$ cat src/rtl/serial_bit_feeder_if.sv
// Handshake and serial-stream bundle between an upstream word source, the
// serial_bit_feeder, and the sequence detector it feeds.
interface serial_bit_feeder_if #(
  parameter int WIDTH = 8
);
  logic [WIDTH-1:0] Data_In;
  logic             Load_Valid;
  logic             Load_Ready;
  logic             Serial_Out;
  logic             Bit_Valid;
  logic             Busy;
  logic             Word_Done;

  modport master (
    output Data_In, Load_Valid,
    input  Load_Ready, Serial_Out, Bit_Valid, Busy, Word_Done
  );

  modport slave (
    input  Data_In, Load_Valid,
    output Load_Ready, Serial_Out, Bit_Valid, Busy, Word_Done
  );
endinterface

$ cat src/rtl/serial_bit_feeder.sv
// Parallel-to-serial front end: accepts a WIDTH-bit word on valid/ready and
// shifts it out one bit per clock, with an optional idle gap between words.
module serial_bit_feeder #(
  parameter int   WIDTH     = 8,
  parameter int   GAP       = 0,
  parameter logic IDLE_BIT  = 1'b0,
  parameter bit   MSB_FIRST = 1'b1
) (
  input  logic                Clk,
  input  logic                Rst,
  serial_bit_feeder_if.slave  bus
);

  localparam int CW = (WIDTH > 1) ? $clog2(WIDTH) : 1;
  localparam logic [CW-1:0] LAST_BIT = CW'(WIDTH - 1);
  localparam logic [3:0]    LAST_GAP = 4'(GAP - 1);

  typedef enum logic [1:0] {
    S_IDLE,
    S_SHIFT,
    S_GAP
  } state_t;

  state_t            state, state_nxt;
  logic [WIDTH-1:0]  shreg, shreg_nxt;
  logic [CW-1:0]     bit_cnt, bit_cnt_nxt;
  logic [3:0]        gap_cnt, gap_cnt_nxt;
  logic              serial_q, serial_nxt;
  logic              bit_valid_q, bit_valid_nxt;
  logic              busy_q, busy_nxt;
  logic              word_done_q, word_done_nxt;

  logic              last_bit;
  logic              last_gap;
  logic              ready;
  logic              load;

  // bit_cnt indexes the bit currently on Serial_Out, so "last bit" is the
  // cycle in which the final bit is already being driven.
  assign last_bit = (state == S_SHIFT) && (bit_cnt == LAST_BIT);
  assign last_gap = (state == S_GAP) && (gap_cnt == LAST_GAP);
  assign ready    = (state == S_IDLE) || (last_bit && (GAP == 0)) || last_gap;
  assign load     = bus.Load_Valid && ready;

  assign bus.Load_Ready = ready;
  assign bus.Serial_Out = serial_q;
  assign bus.Bit_Valid  = bit_valid_q;
  assign bus.Busy       = busy_q;
  assign bus.Word_Done  = word_done_q;

  always_ff @(posedge Clk) begin
    if (Rst) begin
      state       <= S_IDLE;
      shreg       <= '0;
      bit_cnt     <= '0;
      gap_cnt     <= '0;
      serial_q    <= IDLE_BIT;
      bit_valid_q <= 1'b0;
      busy_q      <= 1'b0;
      word_done_q <= 1'b0;
    end else begin
      state       <= state_nxt;
      shreg       <= shreg_nxt;
      bit_cnt     <= bit_cnt_nxt;
      gap_cnt     <= gap_cnt_nxt;
      serial_q    <= serial_nxt;
      bit_valid_q <= bit_valid_nxt;
      busy_q      <= busy_nxt;
      word_done_q <= word_done_nxt;
    end
  end

  always_comb begin
    state_nxt = state;
    unique case (state)
      S_IDLE: begin
        if (load) state_nxt = S_SHIFT;
      end
      S_SHIFT: begin
        if (last_bit) begin
          if (load)         state_nxt = S_SHIFT;
          else if (GAP > 0) state_nxt = S_GAP;
          else              state_nxt = S_IDLE;
        end
      end
      S_GAP: begin
        if (last_gap) state_nxt = load ? S_SHIFT : S_IDLE;
      end
      default: state_nxt = S_IDLE;
    endcase
  end

  // Outputs are registered, so this process computes their next values; the
  // first bit of a new word is taken straight from Data_In on the load edge.
  always_comb begin
    shreg_nxt     = shreg;
    bit_cnt_nxt   = bit_cnt;
    gap_cnt_nxt   = gap_cnt;
    serial_nxt    = IDLE_BIT;
    bit_valid_nxt = 1'b0;
    busy_nxt      = (state_nxt != S_IDLE);

    if (load) begin
      serial_nxt    = MSB_FIRST ? bus.Data_In[WIDTH-1] : bus.Data_In[0];
      shreg_nxt     = MSB_FIRST ? (bus.Data_In << 1) : (bus.Data_In >> 1);
      bit_cnt_nxt   = '0;
      gap_cnt_nxt   = '0;
      bit_valid_nxt = 1'b1;
    end else begin
      unique case (state)
        S_SHIFT: begin
          if (last_bit) begin
            bit_cnt_nxt = '0;
            gap_cnt_nxt = '0;
          end else begin
            serial_nxt    = MSB_FIRST ? shreg[WIDTH-1] : shreg[0];
            shreg_nxt     = MSB_FIRST ? (shreg << 1) : (shreg >> 1);
            bit_cnt_nxt   = bit_cnt + CW'(1);
            bit_valid_nxt = 1'b1;
          end
        end
        S_GAP: begin
          gap_cnt_nxt = last_gap ? 4'd0 : gap_cnt + 4'd1;
        end
        default: ;
      endcase
    end

    word_done_nxt = bit_valid_nxt && (bit_cnt_nxt == LAST_BIT);
  end

endmodule
$ cat src/flat_wrapper.sv
// flat-port wrapper written by rule: the top's interface ports become plain ports
module serial_bit_feeder_flat 
#(
  parameter int   WIDTH     = 8,
  parameter int   GAP       = 0,
  parameter logic IDLE_BIT  = 1'b0,
  parameter bit   MSB_FIRST = 1'b1
)
  (Clk, Rst, bus_Data_In, bus_Load_Valid, bus_Load_Ready, bus_Serial_Out, bus_Bit_Valid, bus_Busy, bus_Word_Done);
  serial_bit_feeder_if #(.WIDTH(WIDTH)) bus_i ();
  input  logic Clk;
  input  logic Rst;
  input wire logic [$bits(bus_i.Data_In)-1:0] bus_Data_In;
  input wire logic [$bits(bus_i.Load_Valid)-1:0] bus_Load_Valid;
  output wire logic [$bits(bus_i.Load_Ready)-1:0] bus_Load_Ready;
  output wire logic [$bits(bus_i.Serial_Out)-1:0] bus_Serial_Out;
  output wire logic [$bits(bus_i.Bit_Valid)-1:0] bus_Bit_Valid;
  output wire logic [$bits(bus_i.Busy)-1:0] bus_Busy;
  output wire logic [$bits(bus_i.Word_Done)-1:0] bus_Word_Done;
  assign bus_i.Data_In = bus_Data_In;
  assign bus_i.Load_Valid = bus_Load_Valid;
  assign bus_Load_Ready = bus_i.Load_Ready;
  assign bus_Serial_Out = bus_i.Serial_Out;
  assign bus_Bit_Valid = bus_i.Bit_Valid;
  assign bus_Busy = bus_i.Busy;
  assign bus_Word_Done = bus_i.Word_Done;
  serial_bit_feeder #(.WIDTH(WIDTH), .GAP(GAP), .IDLE_BIT(IDLE_BIT), .MSB_FIRST(MSB_FIRST)) u_core (.Clk(Clk), .Rst(Rst), .bus(bus_i));
endmodule
$ cat config.mk
export PLATFORM = sky130hd
export DESIGN_NAME = serial_bit_feeder_flat
export DESIGN_NICKNAME = d
export VERILOG_FILES = /design/src/rtl/serial_bit_feeder_if.sv /design/src/rtl/serial_bit_feeder.sv /design/src/flat_wrapper.sv
export SDC_FILE = /design/constraint.sdc
export NUM_CORES = 1
export LEC_CHECK = 0
export ABC_AREA = 1
export CAP_MARGIN = 20
export CORE_UTILIZATION = 50
export DETAILED_ROUTE_END_ITERATION = 10
export GPL_TIMING_DRIVEN = 0
export MAX_ROUTING_LAYER = met4
export PLACE_DENSITY_LB_ADDON = 0.12
export SLEW_MARGIN = 10
export SYNTH_ARGS = -nofsm -noshare
export SYNTH_HDL_FRONTEND = slang
export SYNTH_SLANG_ARGS = --single-unit
$ cat constraint.sdc
create_clock -name Clk -period 4.75 [get_ports Clk]
set_clock_uncertainty 0.2 [all_clocks]
set_input_delay 1.1875 -clock Clk [delete_from_list [all_inputs] [get_ports Clk]]
set_output_delay 1.1875 -clock Clk [all_outputs]
set_load 0.05 [all_outputs]
# --- Yosys cells after proc, flatten, opt, wreduce, memory -nomap -nowiden ---
# Index checks and enable logic that the tools add are counted.
totals:
  inputBits: 11
  register_bits: 20
  out_inout_bits: 5
  wordCells: 50
classes:
  n_eq_ne: 7
  add_sub_neg: 2
  muxes: 20
  n_reduce_logical: 13
op_table:
  columns: ["op", "count"]
  rows:
  - ["8-bit 2-to-1 mux", 3]
  - ["3-bit 2-to-1 mux", 3]
  - ["4-bit 2-to-1 mux", 2]
  - ["4-bit one-hot mux with 2 select lines", 1]
  - ["1-bit 2-to-1 mux", 7]
  - ["3-bit equality test (second input constant)", 2]
  - ["2-bit 2-to-1 mux", 3]
  - ["2-bit one-hot mux with 3 select lines", 1]
  - ["2-bit nonzero test", 3]
  - ["4-bit by 1-bit adder with 4-bit output (second input constant)", 1]
  - ["4-bit equality test (second input constant)", 1]
  - ["1-bit logical AND", 4]
  - ["2-bit AND reduction", 2]
  - ["3-bit by 1-bit adder with 3-bit output (second input constant)", 1]
  - ["2-bit by 1-bit equality test with 1-bit output (second input constant)", 1]
  - ["2-bit equality test (second input constant)", 1]
  - ["2-bit logical NOT", 1]
  - ["1-bit logical OR", 2]
  - ["2-bit by 1-bit inequality test with 1-bit output (second input constant)", 1]
  - ["2-bit inequality test (second input constant)", 1]
  - ["2-bit OR reduction", 1]

# --- Logic depth before layout (Yosys ltp) ---
depth:
  word_depth: 9
  depth_mapped: 9
  depth_no_buf: 9

# --- Least setup slack after synthesis ---
# No wires, ideal clock.
synth_timing:
  kind: "register -> output"
  startpoint: "reg u_core.bit_cnt[0]"
  endpoint: "out bus_Load_Ready"
  n_path_buf: 1
  slack_ns: 2.234
  stages_incl_launch_ff: 6
  t_arrival_ns: 1.129
  t_required_ns: 3.363
  cell_sequence: "dfxtp_1 -> ha_1 -> ha_1 -> o21ai_2 -> nand2_2 -> buf_4"
synth_between:
  elab_chain_cells: 4
synth_rtl:
  columns: ["item", "line", "source"]
  rows:
  - ["start, declared", "serial_bit_feeder.sv:26", "logic [CW-1:0] bit_cnt, bit_cnt_nxt;"]
  - ["start signal, assigned", "serial_bit_feeder.sv:64", "bit_cnt <= bit_cnt_nxt;"]
  - ["3-bit equality test", "serial_bit_feeder.sv:40", "assign last_bit = (state == S_SHIFT) && (bit_cnt == LAST_BIT);"]
  - ["1-bit logical AND", "serial_bit_feeder.sv:40", null]
  - ["1-bit logical OR (2 in series)", "serial_bit_feeder.sv:42", "assign ready = (state == S_IDLE) || (last_bit && (GAP == 0)) || last_gap;"]
  - ["end, declared", "flat_wrapper.sv:15", "output wire logic [$bits(bus_i.Load_Ready)-1:0] bus_Load_Ready;"]
# No other way between the ends.

# --- Final worst setup path ---
# Same ends and word-level chain as after synthesis.

==> qor.yml <==
clk_pin_slew_ps: 110
synth_xor_xnor_area_share: 0
slew_viol_final: 0
area_delta_synth_final_pct: 22.1
fmax_mhz: 277
grt_max_degree: 12
use_met3: 0.0235
worstPathArrival_ps: 2220
die_width_um: 46.4
rsz0062_at_grt: "false"
cts_tree: "built"
period_minus_slack_ps: 3610
routed_via_density: 5.07
final.setup.tns_ps: 0
ys_seq_area_frac: 0.406
slew_headroom: 0.658
placed_area_mm2: 0.00117
synth_fp_nets: 149
path_max_fanout: 10
track_usage: 0.216
cts_hold_buffers: 0
critical_path.startpoint_type: "flip-flop"
path_class: "reg -> out"
synth.largest_area_cell: "dfxtp_1"
muxShareOfSynthArea: 0
ant_nets: 0
fin_area_mm2: 0.00120
powerDensity_mw_per_mm2: 290
drt_drc_violations_left: 0
core_mm2: 0.00178
hold_violations: 0
yosysUniqueCellTypes: 23
utilization: 0.675
synth_top_area_frac: 0.406
routed_wl_mm: 2.05
fillers: 158
cts_root_buf: "clkbuf_4"
cts_setup_buffers: 0
wl_per_cell_um: 11.5
dr.first_iter.drc_count: 8
timing.hold.ws_ps: 293
routed-via-count: 907
yosys.area_share.simple: 0.349
io_pins: 16
port-buffer-count: 15
hp-class: "reg -> reg"
avgSynthCellArea_um2: 7.30
syn_area_um2: 986
rows: 15
use_met2: 0.372
fin_crit_sh: 0.760
vdd_drop_max_uv: 189
p_leak_nw: 0.530
synthAdderAreaFrac: 0.0381
grt_pass1_wl_mm: 3.21
dieArea_mm2: 0.00215
dp_slack_ps: 1480
yosysWarnings: 0
synth_compound_area_frac: 0.121
synthTopCellsByArea: "dfxtp_1, nand2_1, nand3_1"
worst_pin_slew_ps: 511
cp-end-kind: "primary output"
die_h_um: 46.4
drv_cap: 0
drive_gt1_frac: 0.130
place_congestion: 0.836
grt.met1_usage: 0.259
status: "finished clean"
path_cells: "ha_1, ha_1, o21ai_2, nand2_2, buf_4, clkdlybuf4s50_1"
final-setup-viol-count: 0
clock_latency_ps: 300
synth_cells: 135
final.setup.worst_slack_ps: 1140
dpl.hpwl_mm: 1.57
synth-seq-cells: 20
htreeDepth: 1
antenna_found_initial: 0
antennaDiodeCount: 0
initial_utilization: 0.553
path_common_cell: "ha_1"
cp_slowest_cell: "clkdlybuf4s50_1"
fin_nets: 169
cts_buffers: 3
first_pass_iters: 4
clockBufferDepth: 2
max_stage_delay_ps: 820
cts_sinks: 20
critPathRequiredTime_ps: 3360
grt_pass1_vias: 756
post_cts_resized: 0
busiest_layer: "met2"
gr-total-overflow: 0
synth_top_family_by_area: "simple AND/OR/NAND/NOR gates"
-- cell usage in the layout, fill, tap and decap left out, drive strengths merged --
cell / n
inv: 14
or2: 1
nor3: 1
nor2: 12
clkinv: 1
nand2: 40
clkdlybuf4s50: 15
buf: 3
dfxtp: 20
nand3: 21
ha: 3
o21ai: 3
a21oi: 14
a22oi: 1
clkbuf: 5
-- state kept, by name, indices dropped and copies added (netlist names) --
signal	flops
u_core.bus.Bit_Valid	1
u_core.bus.Busy	1
u_core.state	2
u_core.bus.Word_Done	1
u_core.bit_cnt	3
u_core.shreg	7
u_core.bus.Serial_Out	1
u_core.gap_cnt	4
-- through the flow --
stage	instances	power [mW]
6_report	179	0.349
5_1_grt	179	0.363
4_1_cts	179	0.351
3_5_place_dp	175	0.254
3_3_place_gp	175	0.252
2_1_floorplan	135	0.230
-- layer usage --
metal / vias to the layer above / share of wire / routed length, um
li1: 474 / - / -
met1: 412 / 0.42 / 865
met2: 19 / 0.54 / 1110
met3: 2 / 0.032 / 65
met4: 0 / 0.0063 / 13
met5: - / 0 / 0
-- critical path, delay by kind of cell, from the launching register on --
kind	cells	cell delay (ps)
DFF	1	380
buffers and inverters	2	1010
adders and majority gates	2	360
and+or+nand+nor	1	100
AOI/OAI and AO/OA	1	80
-- cells in the mapped netlist --
cell type	n
o21ai_1	1
inv_1	12
buf_2	1
a21oi_4	1
nor2_4	2
inv_2	2
buf_4	1
nor2_1	10
nand2_2	2
buf_6	1
o21ai_4	1
clkinv_2	1
clkbuf_1	1
nor3_2	1
dfxtp_1	20
a22oi_1	1
nand2_4	1
nand2_1	37
nand3_1	21
a21oi_1	13
ha_1	3
o21ai_2	1
or2_2	1
-- cell families (layout without fill, tap and decap cells) --
kind of cell	Yosys count	after routing
adder cells (fa/ha/maj)	3	3
AO/OA/AOI/OAI	18	18
buffers and inverters	19	38
flip-flops	20	20
AND/OR/NAND/NOR	75	75
-- final cells by class --
type	instances	area, um^2	area share
inverters	15	57.6	0.0478
repair buffers	15	150	0.125
plain buffers	4	27.5	0.0229
clock buffers	4	36.3	0.0301
well taps	25	31.3	0.0260
flip-flops and latches	20	400	0.333
multi-input cells	96	500	0.416
-- report_power, final --
group / total (mW) / internal (mW) / switching (mW)
Clock: 0.0991 / 0.0467 / 0.0524
Sequential: 0.181 / 0.177 / 0.00466
Combinational: 0.0690 / 0.0272 / 0.0419
Total: 0.349 / 0.250 / 0.0989
-- path summary, 6_finish.rpt --
check | depth (start not counted) | from | endpoint | slack (ps)
worst max-delay path | 6 | u_core.bit_cnt[0]$_SDFF_PP0_ | bus_Load_Ready | 1140
worst min-delay path | 2 | u_core.shreg[2]$_SDFFE_PP0P_ | u_core.shreg[2]$_SDFFE_PP0P_ | 290
worst max register to register | 9 | u_core.bit_cnt[0]$_SDFF_PP0_ | u_core.shreg[4]$_SDFFE_PP0P_ | 2770
worst min register to register | 2 | u_core.shreg[2]$_SDFFE_PP0P_ | u_core.shreg[2]$_SDFFE_PP0P_ | 290
No activity file was read; power rests on OpenSTA's default activity.
